===== src/rtl/alu_seq_pkg.sv =====
// Shared opcode encodings and control-state type for the sequential ALU core.
package alu_seq_pkg;

    localparam logic [1:0] OP_ADD = 2'b00;
    localparam logic [1:0] OP_SUB = 2'b01;
    localparam logic [1:0] OP_MUL = 2'b10;
    localparam logic [1:0] OP_AVG = 2'b11;

    typedef enum logic [1:0] {
        IDLE = 2'b00,
        MUL  = 2'b01,
        DONE = 2'b10
    } state_t;

endpackage


===== src/rtl/alu_seq_mul.sv =====
// Iterative right-shifting shift-add multiplier: one multiplier bit per clock, WIDTH clocks per product.
// product/done present the accumulator value being written on the final iteration edge.
module alu_seq_mul #(
    parameter int WIDTH = 4
) (
    input  logic               clk,
    input  logic               rst_n,
    input  logic               start,
    input  logic [WIDTH-1:0]   a,
    input  logic [WIDTH-1:0]   b,
    output logic [2*WIDTH-1:0] product,
    output logic               done
);

    localparam int CNT_W = $clog2(WIDTH) + 1;

    logic [WIDTH-1:0]   mcand_r;
    logic [WIDTH-1:0]   mplier_r;
    logic [2*WIDTH-1:0] acc_r;
    logic [CNT_W-1:0]   cnt_r;
    logic [WIDTH:0]     upper_sum_s;
    logic [2*WIDTH-1:0] acc_nxt_s;

    // One iteration: conditional add into the upper half, then shift right with the carry.
    always_comb begin
        upper_sum_s = {1'b0, acc_r[2*WIDTH-1:WIDTH]};
        if (mplier_r[0]) begin
            upper_sum_s = {1'b0, acc_r[2*WIDTH-1:WIDTH]} + {1'b0, mcand_r};
        end else begin
            upper_sum_s = {1'b0, acc_r[2*WIDTH-1:WIDTH]};
        end
        acc_nxt_s = {upper_sum_s, acc_r[WIDTH-1:1]};
    end

    assign product = acc_nxt_s;
    assign done    = (cnt_r == CNT_W'(1));

    // Operand capture on start, then iterate until the counter drains.
    always_ff @(posedge clk or negedge rst_n) begin
        if (!rst_n) begin
            mcand_r  <= '0;
            mplier_r <= '0;
            acc_r    <= '0;
            cnt_r    <= '0;
        end else if (start) begin
            mcand_r  <= a;
            mplier_r <= b;
            acc_r    <= '0;
            cnt_r    <= CNT_W'(WIDTH);
        end else if (cnt_r != '0) begin
            acc_r    <= acc_nxt_s;
            mplier_r <= mplier_r >> 1;
            cnt_r    <= cnt_r - CNT_W'(1);
        end else begin
            acc_r    <= acc_r;
            mplier_r <= mplier_r;
            cnt_r    <= cnt_r;
        end
    end

endmodule


===== src/rtl/alu_seq_core.sv =====
// Handshaked sequential ALU: add / signed-magnitude sub / iterative mul / average, registered result.
// Optional ZF/OVF result flags are generated when ALU_SEQ_FLAGS_EN is defined.
module alu_seq_core
    import alu_seq_pkg::*;
#(
    parameter int WIDTH = 4
) (
    input  logic               clk,
    input  logic               rst_n,
    input  logic               in_valid,
    output logic               in_ready,
    input  logic [WIDTH-1:0]   a,
    input  logic [WIDTH-1:0]   b,
    input  logic [1:0]         op,
    output logic               out_valid,
    input  logic               out_ready,
    output logic [2*WIDTH-1:0] y,
    output logic               busy
`ifdef ALU_SEQ_FLAGS_EN
    ,
    output logic               zf,
    output logic               ovf
`endif
);

    state_t             state_r;
    state_t             state_nxt_s;
    logic               accept_s;
    logic               mul_start_s;
    logic               mul_done_s;
    logic [2*WIDTH-1:0] mul_product_s;
    logic               lt_s;
    logic [WIDTH-1:0]   add_x_s;
    logic [WIDTH-1:0]   add_y_s;
    logic               add_cin_s;
    logic [WIDTH:0]     sum_s;
    logic [2*WIDTH-1:0] res_s;
    logic               y_load_s;
    logic [2*WIDTH-1:0] y_nxt_s;
    logic [2*WIDTH-1:0] y_r;

    assign accept_s    = in_valid && (state_r == IDLE);
    assign mul_start_s = accept_s && (op == OP_MUL);
    assign in_ready    = (state_r == IDLE);
    assign out_valid   = (state_r == DONE);
    assign busy        = (state_r != IDLE);
    assign y           = y_r;

    alu_seq_mul #(.WIDTH(WIDTH)) u_mul (
        .clk     (clk),
        .rst_n   (rst_n),
        .start   (mul_start_s),
        .a       (a),
        .b       (b),
        .product (mul_product_s),
        .done    (mul_done_s)
    );

    // Shared W+1-bit adder; sub orders the operands so the difference is always a magnitude.
    always_comb begin
        lt_s      = (a < b);
        add_x_s   = a;
        add_y_s   = b;
        add_cin_s = 1'b0;
        if (op == OP_SUB) begin
            add_x_s   = lt_s ? b : a;
            add_y_s   = lt_s ? ~a : ~b;
            add_cin_s = 1'b1;
        end else begin
            add_x_s   = a;
            add_y_s   = b;
            add_cin_s = 1'b0;
        end
        sum_s = {1'b0, add_x_s} + {1'b0, add_y_s} + (WIDTH+1)'(add_cin_s);
    end

    // Result encoding for the single-cycle operations.
    always_comb begin
        res_s = '0;
        case (op)
            OP_ADD:  res_s = {{(WIDTH-1){1'b0}}, sum_s};
            OP_SUB:  res_s = {lt_s, {(WIDTH-1){1'b0}}, sum_s[WIDTH-1:0]};
            OP_AVG:  res_s = {sum_s[0], {(WIDTH-1){1'b0}}, sum_s[WIDTH:1]};
            default: res_s = '0;
        endcase
    end

    // Y is loaded at the accept edge for add/sub/avg, or on the final multiply iteration.
    always_comb begin
        y_load_s = 1'b0;
        y_nxt_s  = y_r;
        if (state_r == MUL && mul_done_s) begin
            y_load_s = 1'b1;
            y_nxt_s  = mul_product_s;
        end else if (accept_s && op != OP_MUL) begin
            y_load_s = 1'b1;
            y_nxt_s  = res_s;
        end else begin
            y_load_s = 1'b0;
            y_nxt_s  = y_r;
        end
    end

    // Control state transitions.
    always_comb begin
        state_nxt_s = state_r;
        case (state_r)
            IDLE: begin
                if (in_valid) begin
                    state_nxt_s = (op == OP_MUL) ? MUL : DONE;
                end else begin
                    state_nxt_s = IDLE;
                end
            end
            MUL: begin
                if (mul_done_s) begin
                    state_nxt_s = DONE;
                end else begin
                    state_nxt_s = MUL;
                end
            end
            DONE: begin
                if (out_ready) begin
                    state_nxt_s = IDLE;
                end else begin
                    state_nxt_s = DONE;
                end
            end
            default: state_nxt_s = IDLE;
        endcase
    end

    // State register.
    always_ff @(posedge clk or negedge rst_n) begin
        if (!rst_n) begin
            state_r <= IDLE;
        end else begin
            state_r <= state_nxt_s;
        end
    end

    // Result register; holds its value through backpressure and after the handshake.
    always_ff @(posedge clk or negedge rst_n) begin
        if (!rst_n) begin
            y_r <= '0;
        end else if (y_load_s) begin
            y_r <= y_nxt_s;
        end else begin
            y_r <= y_r;
        end
    end

`ifdef ALU_SEQ_FLAGS_EN
    logic zf_r;
    logic ovf_r;
    logic ovf_nxt_s;

    // Overflow exists only for an add carry or a multiply using the upper half.
    always_comb begin
        ovf_nxt_s = 1'b0;
        if (state_r == MUL) begin
            ovf_nxt_s = |mul_product_s[2*WIDTH-1:WIDTH];
        end else if (op == OP_ADD) begin
            ovf_nxt_s = sum_s[WIDTH];
        end else begin
            ovf_nxt_s = 1'b0;
        end
    end

    // Flags are captured on the same edge as Y.
    always_ff @(posedge clk or negedge rst_n) begin
        if (!rst_n) begin
            zf_r  <= 1'b0;
            ovf_r <= 1'b0;
        end else if (y_load_s) begin
            zf_r  <= (y_nxt_s == '0);
            ovf_r <= ovf_nxt_s;
        end else begin
            zf_r  <= zf_r;
            ovf_r <= ovf_r;
        end
    end

    assign zf  = zf_r;
    assign ovf = ovf_r;
`endif

endmodule


===== config.mk =====
export PLATFORM = sky130hd
export DESIGN_NAME = alu_seq_core
export DESIGN_NICKNAME = d
export VERILOG_FILES = /design/src/rtl/alu_seq_pkg.sv /design/src/rtl/alu_seq_mul.sv /design/src/rtl/alu_seq_core.sv
export SDC_FILE = /design/constraint.sdc
export NUM_CORES = 1
export LEC_CHECK = 0
export BUFFER_PORTS_ARGS = -buffer_cell sky130_fd_sc_hd__buf_2
export CORE_UTILIZATION = 35
export DETAILED_ROUTE_END_ITERATION = 16
export GPL_ROUTABILITY_DRIVEN = 0
export GPL_TIMING_DRIVEN = 0
export PLACE_DENSITY = 0.56
export SLEW_MARGIN = 20
export SYNTH_ARGS = -nofsm -noshare
export SYNTH_HDL_FRONTEND = slang
export SYNTH_SLANG_ARGS = --single-unit

===== constraint.sdc =====
create_clock -name clk -period 3.4 [get_ports clk]
set_input_delay 0.34 -clock clk [delete_from_list [all_inputs] [get_ports clk]]
set_output_delay 0.34 -clock clk [all_outputs]
set_load 0.01 [all_outputs]

==> results.cfg, run 1 <==
[worst_setup_path]
cp_max_fo = 5
crit_buf_inv = 4
worstSetupPathType = primary input to flop
endpoint_kind = flop
r2r_slack_ns = 1.57
start_kind = primary input
crit_chain = buf_2 -> inv_1 -> ha_1 -> inv_2 -> a21oi_1 -> o21a_1 -> nand2b_1 -> mux2_1 -> ha_1 -> nand3b_4 -> nor2b_1 -> fa_1 -> inv_1 -> a21o_1 -> a21oi_1 -> o22ai_1 -> o21a_1
crit_arrival_ns = 3.24
required_ns = 3.57
max_stage_delay_ns = 0.33
cp_top_family = compound AO/OA/AOI/OAI gates
critPathSlowestCell = mux2_1

[clock_tree]
cts.root.buffer_cell = clkbuf_8
cts_hold_buf = 0
cts_htree_levels = 1
cts_buffer_depth = 2
worst_skew_pair.late_latency_ns = 0.27
cts_made_buffers = 3
cts.sinks = 28
post_cts_resized = 0
clkTransAtPathRegs_ns = 0.10
post_cts_buffers = 0
cts_tree = done

[timing]
hold_viol_final = 0
hold_ws_ns = 0.0756
skew_ns = 0.00200
min_period_over_period_pct = 90.3
grt_setup_unrepaired = false
slew-limit-headroom_pct = 57.6
final.setup.worst_slack_ns = 0.329
slew_violations = 0
setup_viol = 0
fmax_mhz = 326
fin_crit_ns = 3.07
fin_setup_tns_ns = 0
worstMarginPinSlew_ns = 0.635

[die]
die_x_microns = 75.8
rows = 26
fp.coreArea_sq_um = 5170
start_util_pct = 36.9
dieArea_sq_um = 5750
io_pins = 25
die_h_microns = 75.8

[pwr]
seq_power_share_pct = 38.5
total_power_mw = 1.52
power_density_nw_per_um2 = 703
p_sw_uw = 616
swShare_pct = 40.5
peakVddDrop_uv = 247
clkPwrFrac_pct = 13.8
intPower_uw = 906
leakagePower_nw = 1.05
combPwrFrac_pct = 47.7

[final_layout]
fillCellCount = 511
final_cell_mix = nand2_1 (34), buf_2 (29), dfrtp_1 (28), ha_1 (17), o21ai_1 (15)
postLayoutCoreUtil_pct = 41.8
final_nets = 272
finalInstanceArea_sq_um = 2160
n_antenna_cell = 0
final_common_cell = nand2_1
area_growth_pct = 13.5
finalNonFillerCells = 308
drive_above_1_share_pct = 18.1

[routing]
vias = 1517
routedWlPerCell_microns = 13.3
drtAntennaViolNets = 0
drt_iter0_markers = 105
drc = 0
routed_via_density = 4.93
wirelength_mm = 4.09
first_pass_iters = 4

[yosys]
syn_area_sq_um = 1910
synth_warnings = 0
ys_async_sr_fraction_pct = 100
seq_area_frac_synth_pct = 36.7
synth_edf_count = 0
synth_area_leaders = dfrtp_1 (37%), ha_1 (11%), nand2_1 (6.7%), o21ai_1 (3.9%), a21oi_1 (3.7%)
synth_nets = 244
synth_area_leader_cell = dfrtp_1
postSynthAreaPerCell_sq_um = 9.04
yosysUniqueCellTypes = 44
ys.flop_type = dfrtp_1
syn_inst = 211
netlist.area_leader.share_pct = 36.7
yosys_register_bits = 28

[grt]
grt.met2_usage_pct = 25.2
grt_pass1_wl_mm = 6.85
grt_max_degree = 29
gr-max-usage-layer = met2
grt_pass1_vias = 1394
overflow = 0
met3_usage_pct = 0.794
grt_usage_pct = 15.8
grt_antenna_before_repair = 0
use_met1_pct = 23.6

[place]
dp_hpwl_mm = 3.22
port_buffers = 23
dp_worst_setup_slack_ns = 0.0479
dp_cells = 304
dpl_cell_area_sq_um = 2110

[min_path]
hp-class = primary input to asynchronous set/reset pin

[run_status]
outcome = completed

[run]
cap_violations = 0
-- cells in the mapped netlist, drive strengths merged (3+ instances only) --
library cell and count:
a211oi 4, a21o 3, a21oi 14, and3 3, buf 8, dfrtp 28, ha 17, inv 13
mux2i 6, nand2 34, nand2b 4, nand3 5, nor2 9, nor3 7, o21ai 19, o22ai 3
xnor2 4
-- power by group through the flow --
stage / Clock, mW / Combinational [mW] / Sequential, mW
6_report: 0.210 / 0.727 / 0.585
5_1_grt: 0.232 / 0.824 / 0.606
4_1_cts: 0.212 / 0.738 / 0.587
3_5_place_dp: 0 / 0.735 / 0.592
3_3_place_gp: 0 / 0.723 / 0.589
2_1_floorplan: 0 / 0.526 / 0.585
-- area by class of cell --
type	count	area [sq um]	share of cell area, %
multi-input cells	160	1100	50.7
flip-flops and latches	28	701	32.4
repair buffers	23	115	5.32
well taps	70	87.6	4.05
plain buffers	10	60.1	2.77
clock buffers	4	55.1	2.54
inverters	13	48.8	2.25
-- per-layer routing --
layer | part of all wire, % | wire [microns] | vias to the layer above
met1 | 52 | 2120 | 694
met2 | 46 | 1870 | 23
met3 | 1.7 | 71 | 4
li1 | - | - | 796
met4 | 0.66 | 27 | 0
met5 | 0 | 0 | -
-- registers in the layout, indices dropped and copies added, names as in the netlist --
name	flops
u_mul.mplier_r	4
u_mul.acc_r	7
u_mul.mcand_r	4
y	8
state_r	2
u_mul.cnt_r	3
-- cells by family after synthesis --
kind of cell	after synthesis	share of synthesized area, %
AO/OA/AOI/OAI	57	19.0
XOR/XNOR	5	2.30
adder cells (fa/ha/maj)	19	13.3
buffers and inverters	23	5.71
flip-flops	28	36.7
multiplexers	8	4.33
AND/OR/NAND/NOR	71	18.6
-- worst register-to-register path, cell delays in order (launching register included) --
cell     delay, ns
dfrtp_1       0.41
ha_1          0.25
fa_1          0.41
a21oi_1       0.13
o21ai_0       0.19
mux2i_1       0.22
o22ai_1       0.11
-- path summary, 6_finish.rpt --
kind / cells after the start / to / start
worst max-delay path: 17 / y[3] / a[3]
worst min-delay path: 1 / state_r[1] / rst_n
worst max register to register: 6 / y[7] / u_mul.acc_r[4]
worst min register to register: 2 / y[0] / y[0]
max in group asynchronous: 1 / u_mul.mplier_r[0] / rst_n
min in group clk: 2 / y[4] / op[1]
(Power assumes the default switching activity.)
==> run 2: changes to the inputs <==
- ABC_AREA: default -> 1
==> run 2 against run 1 <==
Against the previous run: clock skew rose by 0.00089 ns; sequential power down 3%; worst hold slack worse by 0.0090 ns; register-to-register slack improved by 0.04 ns; maximum frequency is 11% higher; setup slack improved by 0.31 ns; via count rose by 3.6%; clock power up 2%; design area is essentially flat; power grew 2.9%; critical path type unchanged; largest cell class unchanged; largest power group unchanged.
==> results.cfg, run 2 <==
[yosys]
syn_inst = 238
synth_warnings = 0
synth_area_leader_cell = dfrtp_1
yosysUniqueCellTypes = 32
synth_area_leaders = dfrtp_1 (37%), nand2_1 (12%), ha_1 (11%), inv_1 (6.5%), o21ai_0 (5.3%)
yosys-mux-area-fraction_pct = 0.526
seq_area_frac_synth_pct = 36.8
netlist.area_leader.share_pct = 36.8
synth_compound_area_share_pct = 16.6
synth_nets = 271
postSynthAreaPerCell_sq_um = 8.00
synth_edf_count = 0
synthSimpleGateAreaFrac_pct = 22.6
synth_xor_xnor_area_share_pct = 0.920
ys.flop_type = dfrtp_1
synth_common_cells = nand2_1 (59), inv_1 (33), dfrtp_1 (28)
synthAdderAreaFrac_pct = 13.3
syn_area_sq_um = 1900
yosys_register_bits = 28
synth_most_common_cell = nand2_1
synth_top_family_by_area = simple AND/OR/NAND/NOR gates
ys_async_sr_fraction_pct = 100

[grt]
met3_usage_pct = 3.17
grt_pass1_vias = 1436
grt_max_degree = 29
use_met1_pct = 21.2
grt_pass1_wl_mm = 6.71
grt_antenna_before_repair = 0
grt_usage_pct = 16.1
overflow = 0
grt.met2_usage_pct = 25.9
gr-max-usage-layer = met2

[clock_tree]
cts_htree_levels = 1
cts_tree = done
worst_skew_pair.late_latency_ns = 0.28
clkTransAtPathRegs_ns = 0.10
post_cts_buffers = 0
cts_hold_buf = 0
post_cts_resized = 0
cts.root.buffer_cell = clkbuf_8
cts.sinks = 28
cts_buffer_depth = 2
cts_made_buffers = 3

[final_layout]
finalNonFillerCells = 336
finalInstanceArea_sq_um = 2170
area_growth_pct = 13.8
postLayoutCoreUtil_pct = 41.9
drive_above_1_share_pct = 19.9
largest_register_ffs = 8
n_antenna_cell = 0
fillCellCount = 535
final_nets = 300
final_common_cell = nand2_1
final_cell_mix = nand2_1 (59), inv_1 (33), dfrtp_1 (28), buf_2 (25), o21ai_0 (20)

[routing]
drtAntennaViolNets = 0
routed_via_density = 4.68
first_pass_iters = 4
vias = 1571
wirelength_mm = 4.03
routedWlPerCell_microns = 12.0
drc = 0
drt_iter0_markers = 77

[worst_setup_path]
required_ns = 3.60
max_stage_delay_ns = 0.39
start_kind = primary input
endpoint_kind = flop
cp_top_family = adder cells
worstSetupPathType = primary input to flop
crit_chain = buf_2 -> inv_1 -> ha_1 -> inv_1 -> o21bai_1 -> nand3_1 -> nand2_1 -> nand2_1 -> o21ai_0 -> o21ai_0 -> ha_1 -> nand3_1 -> nand2_1 -> inv_1 -> fa_1 -> o21ai_0 -> nand4_1 -> o211ai_1
crit_arrival_ns = 2.97
crit_buf_inv = 4
critPathSlowestCell = fa_1
cp_max_fo = 6

[die]
start_util_pct = 36.8
die_h_microns = 75.7
die_x_microns = 75.7
rows = 26
io_pins = 25
dieArea_sq_um = 5740
fp.coreArea_sq_um = 5170

[run]
cap_violations = 0

[pwr]
swShare_pct = 43.1
power_density_nw_per_um2 = 723
combPwrFrac_pct = 50.2
p_sw_uw = 676
seq_power_share_pct = 36.2
clkPwrFrac_pct = 13.6
leakagePower_nw = 1.15
peakVddDrop_uv = 245
total_power_mw = 1.57
intPower_uw = 891

[run_status]
outcome = completed

[timing]
fin_crit_ns = 2.76
slew_violations = 0
hold_ws_ns = 0.0666
grt_setup_unrepaired = false
final.setup.worst_slack_ns = 0.636
skew_ns = 0.00288
hold_viol_final = 0
setup_viol = 0
fmax_mhz = 362
worstMarginPinSlew_ns = 0.646
fin_setup_tns_ns = 0
min_period_over_period_pct = 81.3
slew-limit-headroom_pct = 56.9

[place]
dpl_cell_area_sq_um = 2110
dp_worst_setup_slack_ns = 0.357
port_buffers = 24
dp_hpwl_mm = 3.15
dp_cells = 332

[min_path]
hp-class = primary input to asynchronous set/reset pin
run 2: final timing paths:
path                           startpoint          endpoint  slack [ns]  depth (start not counted)
min in group clk                out_ready        state_r[1]        0.33                          4
max reg2reg                u_mul.acc_r[4]              y[7]        1.61                         10
max                                  b[1]              y[4]        0.64                         18
max in group asynchronous           rst_n  u_mul.mcand_r[3]        2.92                          1
min reg2reg                          y[7]              y[7]        0.48                          2
min                                 rst_n              y[4]        0.07                          1
run 2: kinds of logic after synthesis:
logic type	count (synthesis)
and+or+nand+nor	92
AOI/OAI and AO/OA	53
buffers and inverters	43
DFF	28
adders and majority gates	19
xor gates and xnor gates	2
muxes	1
run 2: worst register-to-register path, cell delays in order (launching register included):
cell     delay (ns)
dfrtp_1        0.42
ha_1           0.24
fa_1           0.38
nand2_1        0.07
inv_1          0.04
o21ai_0        0.17
nand2_1        0.07
nand2_1        0.11
o21ai_1        0.07
nand2_1        0.08
nand2_1        0.04
run 2: routing by layer:
layer | vias up | share of wire (%) | wire length [microns]
met1 | 714 | 50 | 2000
met5 | - | 0 | 0
li1 | 832 | - | -
met2 | 21 | 46 | 1830
met4 | 0 | 1.6 | 65
met3 | 4 | 3.1 | 124
run 2: layout make-up:
class	instances	area [sq um]	area share (%)
repair buffers	24	120	5.55
multi-input cells	167	1020	47.3
well taps	70	87.6	4.04
plain buffers	2	16.3	0.751
inverters	41	161	7.45
flip-flops and latches	28	701	32.4
clock buffers	4	55.1	2.54
run 2: power groups by stage:
stage / sequential (mW) / clock [mW] / combinational [mW]
after floorplan: 0.578 / 0 / 0.574
after global routing: 0.586 / 0.238 / 0.922
after global placement: 0.572 / 0 / 0.782
final: 0.567 / 0.214 / 0.786
after detailed placement: 0.575 / 0 / 0.796
after CTS: 0.569 / 0.223 / 0.799
==> run 3: changes to the inputs <==
- PLACE_DENSITY: 0.56 -> 0.58
- clock period: 3.4 -> 2.4 ns (I/O delays scaled with it)
==> run 3 against run 2 <==
Against the previous run: routed wire length grew 8.6%; sequential power is 43% higher; power is 51% higher; via count is 3.8% higher; clock power rose by 81%; sequential share of layout area down 2.9 points; register-to-register slack worse by 0.99 ns; final cell count is 2.1% higher; design area up 9.9%; clock-buffer cell count fell by 1; combinational power grew 49%; worst hold slack better by 0.15 ns; critical path type unchanged.
==> results.cfg, run 3 (synthesis results as in run 2) <==
[run_status]
outcome = completed

[timing]
slew_violations = 0
fmax_mhz = 435
fin_crit_ns = 2.30
hold_ws_ns = 0.218
hold_viol_final = 0
grt_setup_unrepaired = true
worstMarginPinSlew_ns = 0.647
fin_setup_tns_ns = 0
final.setup.worst_slack_ns = 0.100
slew-limit-headroom_pct = 56.8
setup_viol = 0
skew_ns = 0.00778
min_period_over_period_pct = 95.8

[worst_setup_path]
critPathSlowestCell = fa_2
cp_max_fo = 3
endpoint_kind = flop
crit_buf_inv = 6
required_ns = 2.58
crit_arrival_ns = 2.48
start_kind = primary input
cp_common_cell = nand2_1
max_stage_delay_ns = 0.36
worstSetupPathType = primary input to flop
cp_top_family = adder cells
crit_chain = buf_8 -> inv_6 -> ha_4 -> inv_4 -> o21bai_4 -> nand3_2 -> buf_6 -> nand3_4 -> nor2_4 -> a21oi_2 -> ha_1 -> nand3_1 -> nand2_1 -> inv_2 -> fa_2 -> xnor2_2 -> nand2_1 -> nand2_1 -> inv_1 -> nand2_1 -> nand2_1 -> nand2_1

[min_path]
hp-class = primary input to flop

[clock_tree]
cts_tree = done
cts_buffer_depth = 2
clkTransAtPathRegs_ns = 0.11
cts.root.buffer_cell = clkbuf_8
worst_skew_pair.late_latency_ns = 0.28
cts_htree_levels = 1
cts.sinks = 28
cts_made_buffers = 3

[place]
dp_hpwl_mm = 3.29
dp_worst_setup_slack_ns = -0.461
port_buffers = 24

[pwr]
peakVddDrop_uv = 445
p_sw_uw = 997
seq_power_share_pct = 34.2
combPwrFrac_pct = 49.5
swShare_pct = 42.1
leakagePower_nw = 1.20
clkPwrFrac_pct = 16.4
power_density_nw_per_um2 = 994
intPower_mw = 1.37

[die]
start_util_pct = 36.8
fp.coreArea_sq_um = 5170
rows = 26
dieArea_sq_um = 5740
die_x_microns = 75.7
io_pins = 25
die_h_microns = 75.7

[routing]
vias = 1630
drtAntennaViolNets = 0
routedWlPerCell_microns = 12.8
drc = 0
routed_via_density = 4.75
drt_iter0_markers = 64
wirelength_mm = 4.37
first_pass_iters = 4

[grt]
grt_usage_pct = 17.2
grt_max_degree = 29
grt_pass1_vias = 1555
overflow = 0
grt_pass1_wl_mm = 7.22
grt_antenna_before_repair = 0

[final_layout]
n_antenna_cell = 0
largest_register_ffs = 8
postLayoutCoreUtil_pct = 46.0
final_cell_mix = nand2_1 (57), dfrtp_1 (28), inv_1 (26), buf_2 (20), o21ai_0 (16)
final_common_cell = nand2_1
area_growth_pct = 25.0
final_nets = 307
drive_above_1_share_pct = 28.9
fillCellCount = 506

[run]
cap_violations = 0
[run 3: cell types whose count changed in the layout (fill, tap and decap cells not counted), sizes merged]
cell,previous run,this run
clkbuf,4,3
bufinv,0,1
dlygate4sd3,0,1
buf,26,32
[run 3: worst reg2reg max path: stages (launching register included)]
cell and delay, ns:
dfrtp_1 0.43, ha_1 0.24, fa_1 0.38, nand2_1 0.07, inv_1 0.05, o21ai_0 0.14, nand2_1 0.06, nand2_1 0.11
o21ai_1 0.07, nand2_1 0.08, nand2_1 0.04
[run 3: path summary, 6_finish.rpt]
kind	from	to	slack [ns]	cells past startpoint
worst max register to register	u_mul.acc_r[4]	y[7]	0.62	10
min in group asynchronous	rst_n	state_r[1]	0.50	2
max in group asynchronous	rst_n	u_mul.mplier_r[3]	1.48	2
worst max-delay path	b[1]	y[2]	0.1	22
worst min register to register	y[7]	y[7]	0.48	2
worst min-delay path	out_ready	state_r[1]	0.22	4
[run 3: power groups by stage]
stage	registers, mW	logic (mW)	clock network [mW]
after global routing	0.840	1.36	0.413
final	0.809	1.17	0.387
after detailed placement	0.822	1.13	0
after CTS	0.814	1.16	0.394
after floorplan	0.819	0.817	0
after global placement	0.810	1.11	0
[run 3: what timing repair did]
action                                  in CTS  in global routing
hold endpoints to repair                    16                  0
buffers inserted                             4                  2
pin swaps                                   16                 13
hold buffers                                 1                  0
endpoints found under the setup margin       5                  5
resized for setup                           23                 15
[run 3: final cells by class]
class                           count  area (sq um)  share of cell area [%]
Buffer                              2          16.3                   0.683
Clock inverter                      1          30.0                    1.26
Tap cell                           70          87.6                    3.68
Multi-Input combinational cell    167          1130                    47.4
Clock buffer                        3          41.3                    1.74
Timing Repair Buffer               31           203                    8.52
Sequential cell                    28           701                    29.4
Inverter                           41           174                    7.31
[run 3: through the flow]
stage | instance area (sq um) | total power [mW] | instances
floorplan | 1910 | 1.64 | 238
global placement | 2120 | 1.92 | 332
detailed placement | 2120 | 1.95 | 332
CTS | 2310 | 2.37 | 341
global route | 2380 | 2.62 | 343
finish | 2380 | 2.37 | 343
[run 3: metal layers]
layer / wire (microns) / up-vias / track usage [%]
li1: - / 848 / -
met4: 65 / 0 / 6.58
met2: 2210 / 24 / 31.0
met5: 0 / - / 0
met3: 81 / 4 / 1.98
met1: 2020 / 754 / 20.9
